==> src/rtl/key_cond_pkg.sv <==
// Shared state type, 50 MHz timing defaults and counter sizing for the pushbutton conditioner.
// Purely declarative: no logic, no latency.
package key_cond_pkg;

  typedef enum logic [1:0] {
    IDLE,
    DELAY,
    REPEAT
  } rpt_state_t;

  localparam int         DEF_N_KEYS          = 4;
  localparam int         DEF_DEBOUNCE_CYCLES = 500000;    // 10 ms
  localparam int         DEF_REPEAT_DELAY    = 25000000;  // 0.5 s
  localparam int         DEF_REPEAT_PERIOD   = 5000000;   // 0.1 s
  localparam logic [3:0] DEF_REPEAT_MASK     = 4'b0011;   // next/prev repeat
  localparam int         DEF_CNT_BITS        = 25;

  // Smallest counter width able to hold the largest of the three timing values.
  function automatic int cnt_bits_for(input int debounce, input int delay, input int period);
    int m;
    m = debounce;
    if (delay > m) m = delay;
    if (period > m) m = period;
    return (m < 1) ? 1 : $clog2(m + 1);
  endfunction

endpackage

==> src/rtl/key_conditioner_key_chan.sv <==
// One pushbutton: 2-flop sync, debounce, press/release pulses and typematic repeat ticks.
// Latency: raw edge to registered pulse is 1+DEBOUNCE_CYCLES edges; no backpressure, pulses are fire-and-forget.
module key_chan
  import key_cond_pkg::*;
#(
  parameter int DEBOUNCE_CYCLES = DEF_DEBOUNCE_CYCLES,
  parameter int REPEAT_DELAY    = DEF_REPEAT_DELAY,
  parameter int REPEAT_PERIOD   = DEF_REPEAT_PERIOD,
  parameter int CNT_BITS        = DEF_CNT_BITS,
  parameter bit REPEAT_EN       = 1'b1
) (
  input  logic clk,
  input  logic reset,
  input  logic key_n,
  output logic pressed,
  output logic press_pulse,
  output logic release_pulse,
  output logic step_pulse
);

  localparam logic [CNT_BITS-1:0] DB_LAST     = CNT_BITS'(DEBOUNCE_CYCLES - 1);
  localparam logic [CNT_BITS-1:0] DELAY_LAST  = CNT_BITS'((REPEAT_DELAY > 0) ? REPEAT_DELAY - 1 : 0);
  localparam logic [CNT_BITS-1:0] PERIOD_LAST = CNT_BITS'(REPEAT_PERIOD - 1);

  logic                sync_q1;
  logic                sync_q2;
  logic [CNT_BITS-1:0] db_cnt;
  logic                key_low;
  logic                differs;
  logic                accept;
  logic                accept_press;
  logic                accept_release;

  rpt_state_t          state;
  rpt_state_t          state_nxt;
  logic [CNT_BITS-1:0] rcnt;
  logic [CNT_BITS-1:0] rcnt_nxt;
  logic                tick;

  assign key_low        = ~sync_q2;
  assign differs        = (key_low != pressed);
  assign accept         = differs && (db_cnt == DB_LAST);
  assign accept_press   = accept & ~pressed;
  assign accept_release = accept & pressed;

  // Synchroniser resets to "released" so a held key is re-accepted as a fresh press.
  always_ff @(posedge clk) begin
    if (reset) begin
      sync_q1 <= 1'b1;
      sync_q2 <= 1'b1;
    end else begin
      sync_q1 <= key_n;
      sync_q2 <= sync_q1;
    end
  end

  // Any cycle that agrees with the accepted level restarts the stability window.
  always_ff @(posedge clk) begin
    if (reset) begin
      db_cnt  <= '0;
      pressed <= 1'b0;
    end else if (!differs) begin
      db_cnt  <= '0;
    end else if (accept) begin
      db_cnt  <= '0;
      pressed <= ~pressed;
    end else begin
      db_cnt  <= db_cnt + 1'b1;
    end
  end

  always_ff @(posedge clk) begin
    if (reset) begin
      state <= IDLE;
      rcnt  <= '0;
    end else begin
      state <= state_nxt;
      rcnt  <= rcnt_nxt;
    end
  end

  always_comb begin
    state_nxt = state;
    rcnt_nxt  = rcnt;
    tick      = 1'b0;
    unique case (state)
      IDLE: begin
        if (accept_press && REPEAT_EN) begin
          state_nxt = DELAY;
          rcnt_nxt  = '0;
        end
      end
      DELAY: begin
        if (rcnt == DELAY_LAST) begin
          tick      = 1'b1;
          state_nxt = REPEAT;
          rcnt_nxt  = '0;
        end else begin
          rcnt_nxt  = rcnt + 1'b1;
        end
      end
      REPEAT: begin
        if (rcnt == PERIOD_LAST) begin
          tick     = 1'b1;
          rcnt_nxt = '0;
        end else begin
          rcnt_nxt = rcnt + 1'b1;
        end
      end
      default: begin
        state_nxt = IDLE;
        rcnt_nxt  = '0;
      end
    endcase
    // Release wins over a coinciding tick so no step leaks out after letting go.
    if (accept_release) begin
      state_nxt = IDLE;
      rcnt_nxt  = '0;
      tick      = 1'b0;
    end
  end

  always_ff @(posedge clk) begin
    if (reset) begin
      press_pulse   <= 1'b0;
      release_pulse <= 1'b0;
      step_pulse    <= 1'b0;
    end else begin
      press_pulse   <= accept_press;
      release_pulse <= accept_release;
      step_pulse    <= accept_press | tick;
    end
  end

endmodule

==> src/rtl/key_conditioner.sv <==
// Conditions N_KEYS raw active-low pushbuttons into clean levels, edge pulses and auto-repeat steps.
// Latency: 1+DEBOUNCE_CYCLES edges from raw edge to outputs; no backpressure, channels are independent.
module key_conditioner
  import key_cond_pkg::*;
#(
  parameter int                N_KEYS          = DEF_N_KEYS,
  parameter int                DEBOUNCE_CYCLES = DEF_DEBOUNCE_CYCLES,
  parameter int                REPEAT_DELAY    = DEF_REPEAT_DELAY,
  parameter int                REPEAT_PERIOD   = DEF_REPEAT_PERIOD,
  parameter logic [N_KEYS-1:0] REPEAT_MASK     = N_KEYS'(DEF_REPEAT_MASK),
  parameter int                CNT_BITS        = DEF_CNT_BITS
) (
  input  logic              clk,
  input  logic              reset,
  input  logic [N_KEYS-1:0] key_n,
  output logic [N_KEYS-1:0] pressed,
  output logic [N_KEYS-1:0] press_pulse,
  output logic [N_KEYS-1:0] release_pulse,
  output logic [N_KEYS-1:0] step_pulse
);

  if (DEBOUNCE_CYCLES < 1 || REPEAT_PERIOD < 1 || REPEAT_DELAY < 0 ||
      CNT_BITS < cnt_bits_for(DEBOUNCE_CYCLES, REPEAT_DELAY, REPEAT_PERIOD)) begin : g_param_check
    $error("key_conditioner: timing parameters out of range for CNT_BITS");
  end

  for (genvar i = 0; i < N_KEYS; i++) begin : g_chan
    key_chan #(
      .DEBOUNCE_CYCLES(DEBOUNCE_CYCLES),
      .REPEAT_DELAY   (REPEAT_DELAY),
      .REPEAT_PERIOD  (REPEAT_PERIOD),
      .CNT_BITS       (CNT_BITS),
      .REPEAT_EN      (REPEAT_MASK[i])
    ) u_chan (
      .clk          (clk),
      .reset        (reset),
      .key_n        (key_n[i]),
      .pressed      (pressed[i]),
      .press_pulse  (press_pulse[i]),
      .release_pulse(release_pulse[i]),
      .step_pulse   (step_pulse[i])
    );
  end

endmodule

==> config.mk <==
export PLATFORM = sky130hd
export DESIGN_NAME = key_conditioner
export DESIGN_NICKNAME = d
export VERILOG_FILES = /design/src/rtl/key_cond_pkg.sv /design/src/rtl/key_conditioner_key_chan.sv /design/src/rtl/key_conditioner.sv
export SDC_FILE = /design/constraint.sdc
export NUM_CORES = 1
export LEC_CHECK = 0
export ABC_AREA = 1
export CAP_MARGIN = 10
export CORE_MARGIN = 2
export CORE_UTILIZATION = 50
export CTS_CLUSTER_SIZE = 30
export DETAILED_ROUTE_END_ITERATION = 8
export PLACE_DENSITY = 0.66
export SYNTH_ARGS = -nofsm -noshare
export SYNTH_HDL_FRONTEND = slang
export SYNTH_SLANG_ARGS = --single-unit
==> constraint.sdc <==
create_clock -name clk -period 4.4 [get_ports clk]
set_input_delay 1.32 -clock clk [delete_from_list [all_inputs] [get_ports clk]]
set_output_delay 1.32 -clock clk [all_outputs]
set_load 0.01 [all_outputs]
==> results.sh <==
export IMPL_status="completed"
export IMPL_final_nets=1455
export IMPL_drtIter0Drc=444
export IMPL_clock_sinks=176
export IMPL_layout_cells_non_filler=1682
export IMPL_path_class="in2reg"
export IMPL_place_hpwl_um=15400
export IMPL_drc=0
export IMPL_rsz0062_at_grt="false"
export IMPL_insertion_delay_ns=0.43
export IMPL_grt_ovfl_total=0
export IMPL_async_flop_share_pct=0
export IMPL_place_port_buffers=21
export IMPL_initial_core_util_pct=51.3
export IMPL_ctsHoldBuffers=0
export IMPL_tightest_slew_ns=0.538
export IMPL_startpoint_type="primary input"
export IMPL_place_congestion=0.898
export IMPL_ys_warn_count=0
export IMPL_tns_ns=0
export IMPL_ant_nets=0
export IMPL_critPathCaptureType="flop"
export IMPL_p_leak_nw=3.66
export IMPL_p_sw_mw=0.695
export IMPL_vias=8565
export IMPL_final_hold_viol_count=0
export IMPL_routedWlPerCell_um=12.4
export IMPL_drv_cap=0
export IMPL_yosys_top_cells_count="nand2_1, nor2_1, dfxtp_1"
export IMPL_tritoncts="built"
export IMPL_grt_pass1_wl_um=35700
export IMPL_synth_top_area_share_pct=36.6
export IMPL_path_clk_slew_ns=0.06
export IMPL_cts_made_buffers=17
export IMPL_die_area_um2=20400
export IMPL_synth_seq_cells=176
export IMPL_wl_um=20800
export IMPL_seqPwrFrac_pct=50.8
export IMPL_max_freq_mhz=324
export IMPL_hold_class="reg2reg"
export IMPL_cp_cell_sequence="clkdlybuf4s50_1 > buf_4 > inv_1 > nand2_1 > inv_1 > nand2_1 > nor2_1"
export IMPL_ios=22
export IMPL_synth_nets=1449
export IMPL_clk_path_buf_depth=2
export IMPL_post_cts_repair_setup_buffers=0
export IMPL_syn_to_final_growth_pct=8.66
export IMPL_die_height_um=143
export IMPL_layout_drive_gt1_share_pct=7.25
export IMPL_skew_ns=0.0115
export IMPL_synth_area_um2=9620
export IMPL_fin_crit_ns=3.09
export IMPL_cts_resized=0
export IMPL_clkPwrFrac_pct=48.0
export IMPL_post_synth_top_count_cell="nand2_1"
export IMPL_ys_seq_area_share_pct=36.6
export IMPL_ys_top_cells_by_area="dfxtp_1, nand2_1, nor2_1, inv_1, nand3_1"
export IMPL_vias_per_cell=5.09
export IMPL_p_per_area_nw_per_um2=301
export IMPL_worstPathArrival_ns=3.45
export IMPL_gr_usage_all_layers_pct=21.3
export IMPL_p_int_mw=2.45
export IMPL_required_ns=4.76
export IMPL_comb_power_share_pct=1.2
export IMPL_ir_drop_uv=260
export IMPL_synth_avg_cell_area_um2=6.73
export IMPL_max_stage_delay_ns=0.45
export IMPL_crit_slowest_cell="inv_1"
export IMPL_power_switching_share_pct=22.1
export IMPL_relSlewSlack_pct=64.0
export IMPL_critical_path_peak_fanout=14
export IMPL_antenna_found_initial=0
export IMPL_synthFlopType="dfxtp_1"
export IMPL_coreArea_um2=18800
export IMPL_grt_pass1_vias=7897
export IMPL_antenna_cells=0
export IMPL_placed_cells=1650
export IMPL_fillCellCount=1909
export IMPL_firstDrtPassIters=5
export IMPL_finalCritPeriodShare_pct=70.2
export IMPL_dieWidth_um=143
export IMPL_slew_viol_final=0
export IMPL_setup_violations=0
export IMPL_rows=50
export IMPL_cts_root_buf="clkbuf_16"
export IMPL_synth_edff_count=0
export IMPL_htreeDepth=4
export IMPL_yosysTopAreaCell="dfxtp_1"
export IMPL_grt_max_degree=29
export IMPL_synthCells=1429
export IMPL_synth_cell_types=38
==> path summary, 6_finish.rpt <==
| kind | startpoint | to | slack [ns] | depth (start not counted) |
|---|---|---|---|---|
| min | g_chan[0].u_chan.sync_q1 | g_chan[0].u_chan.sync_q2 | 0.42 | 1 |
| max | reset | g_chan[1].u_chan.rcnt[4] | 1.31 | 7 |
| max reg2reg | g_chan[1].u_chan.db_cnt[0] | g_chan[1].u_chan.rcnt[4] | 2.05 | 10 |
| min reg2reg | g_chan[0].u_chan.sync_q1 | g_chan[0].u_chan.sync_q2 | 0.42 | 1 |
==> registers in the layout, summed over array words and instances (netlist names) <==
signal                       flops
g_chan.u_chan.press_pulse        3
g_chan.u_chan.step_pulse         3
g_chan.u_chan.state              4
g_chan.u_chan.sync_q2            4
g_chan.u_chan.pressed            4
g_chan.u_chan.rcnt              50
g_chan.u_chan.sync_q1            4
g_chan.u_chan.release_pulse      4
g_chan.u_chan.db_cnt           100
==> through the flow <==
step           hold WS [ns]  setup slack, ns  instance area [um2]  power (mW)  util, %
2_1_floorplan         0.389             2.13                 9620        1.66        -
3_3_place_gp          0.395            0.927                 9870        1.67     52.6
3_5_place_dp          0.397            0.870                 9870        1.67     52.6
4_1_cts               0.420             1.30                10500        3.18     55.7
5_1_grt               0.424             1.14                10500        3.26     55.7
6_report              0.416             1.31                10500        3.15     55.7
==> cells by family (layout without fill, tap and decap cells) <==
group | after synthesis | count (layout) | synth area share [%]
simple gates | 864 | 864 | 40.7
fa+ha+maj | 14 | 14 | 1.82
compound gates | 93 | 93 | 5.23
xor+xnor | 60 | 60 | 5.46
flops | 176 | 176 | 36.6
buf+inv | 222 | 241 | 10.2
==> critical path, delay by kind of cell <==
kind	cells	cell delay [ns]
AND/OR/NAND/NOR	3	0.74
buffers and inverters	4	1.38
==> placed cells by master (no fill, tap or decap), types with 2 or more instances in the layout <==
master and instances:
a21oi_1 70, dfxtp_1 176, nand3_4 2, nor4_1 9
nor2_2 15, nand3_1 120, nor3b_1 11, nor2_1 235
inv_6 4, clkinv_2 3, nor3_1 46, clkinv_1 2
clkdlybuf4s50_1 21, buf_4 5, nand3_2 4, nand3b_1 4
a21oi_4 2, nor2_4 5, o21ai_1 3, xor2_1 49
o21ai_0 12, or2_2 18, nand4_1 46, clkinv_4 3
or2_0 2, inv_1 174, nand2_8 2, o21bai_1 3
clkbuf_16 17, xnor2_1 11, clkinvlp_4 3, nand2_2 6
nor3_2 5, nand2_1 333, bufinv_16 2, ha_1 14
inv_2 7
==> power groups by stage <==
stage / Sequential, mW / Clock [mW] / Combinational [mW]
after floorplan: 1.63 / 0 / 0.0244
after global placement: 1.64 / 0 / 0.0370
after detailed placement: 1.64 / 0 / 0.0373
after CTS: 1.60 / 1.55 / 0.0377
after global routing: 1.60 / 1.62 / 0.0409
final: 1.60 / 1.51 / 0.0367
==> cell type report <==
type,count,area (um2),area share [%]
inverters,183,687,6.57
clock inverters,15,159,1.52
flip-flops and latches,176,3520,33.7
multi-input cells,1031,5120,49.0
clock buffers,17,425,4.07
well taps,234,293,2.80
repair buffers,26,248,2.37
==> per-layer routing <==
layer / share of wire, % / track usage [%] / up-vias / wire (um)
met1: 48 / 27.3 / 3848 / 9940
met4: 1.4 / 5.84 / 0 / 295
met2: 47 / 36.7 / 153 / 9840
met5: 0 / 0 / - / 0
li1: - / - / 4541 / -
met3: 3.6 / 4.02 / 23 / 751
Note: power is estimated with default switching activity, not from simulation.
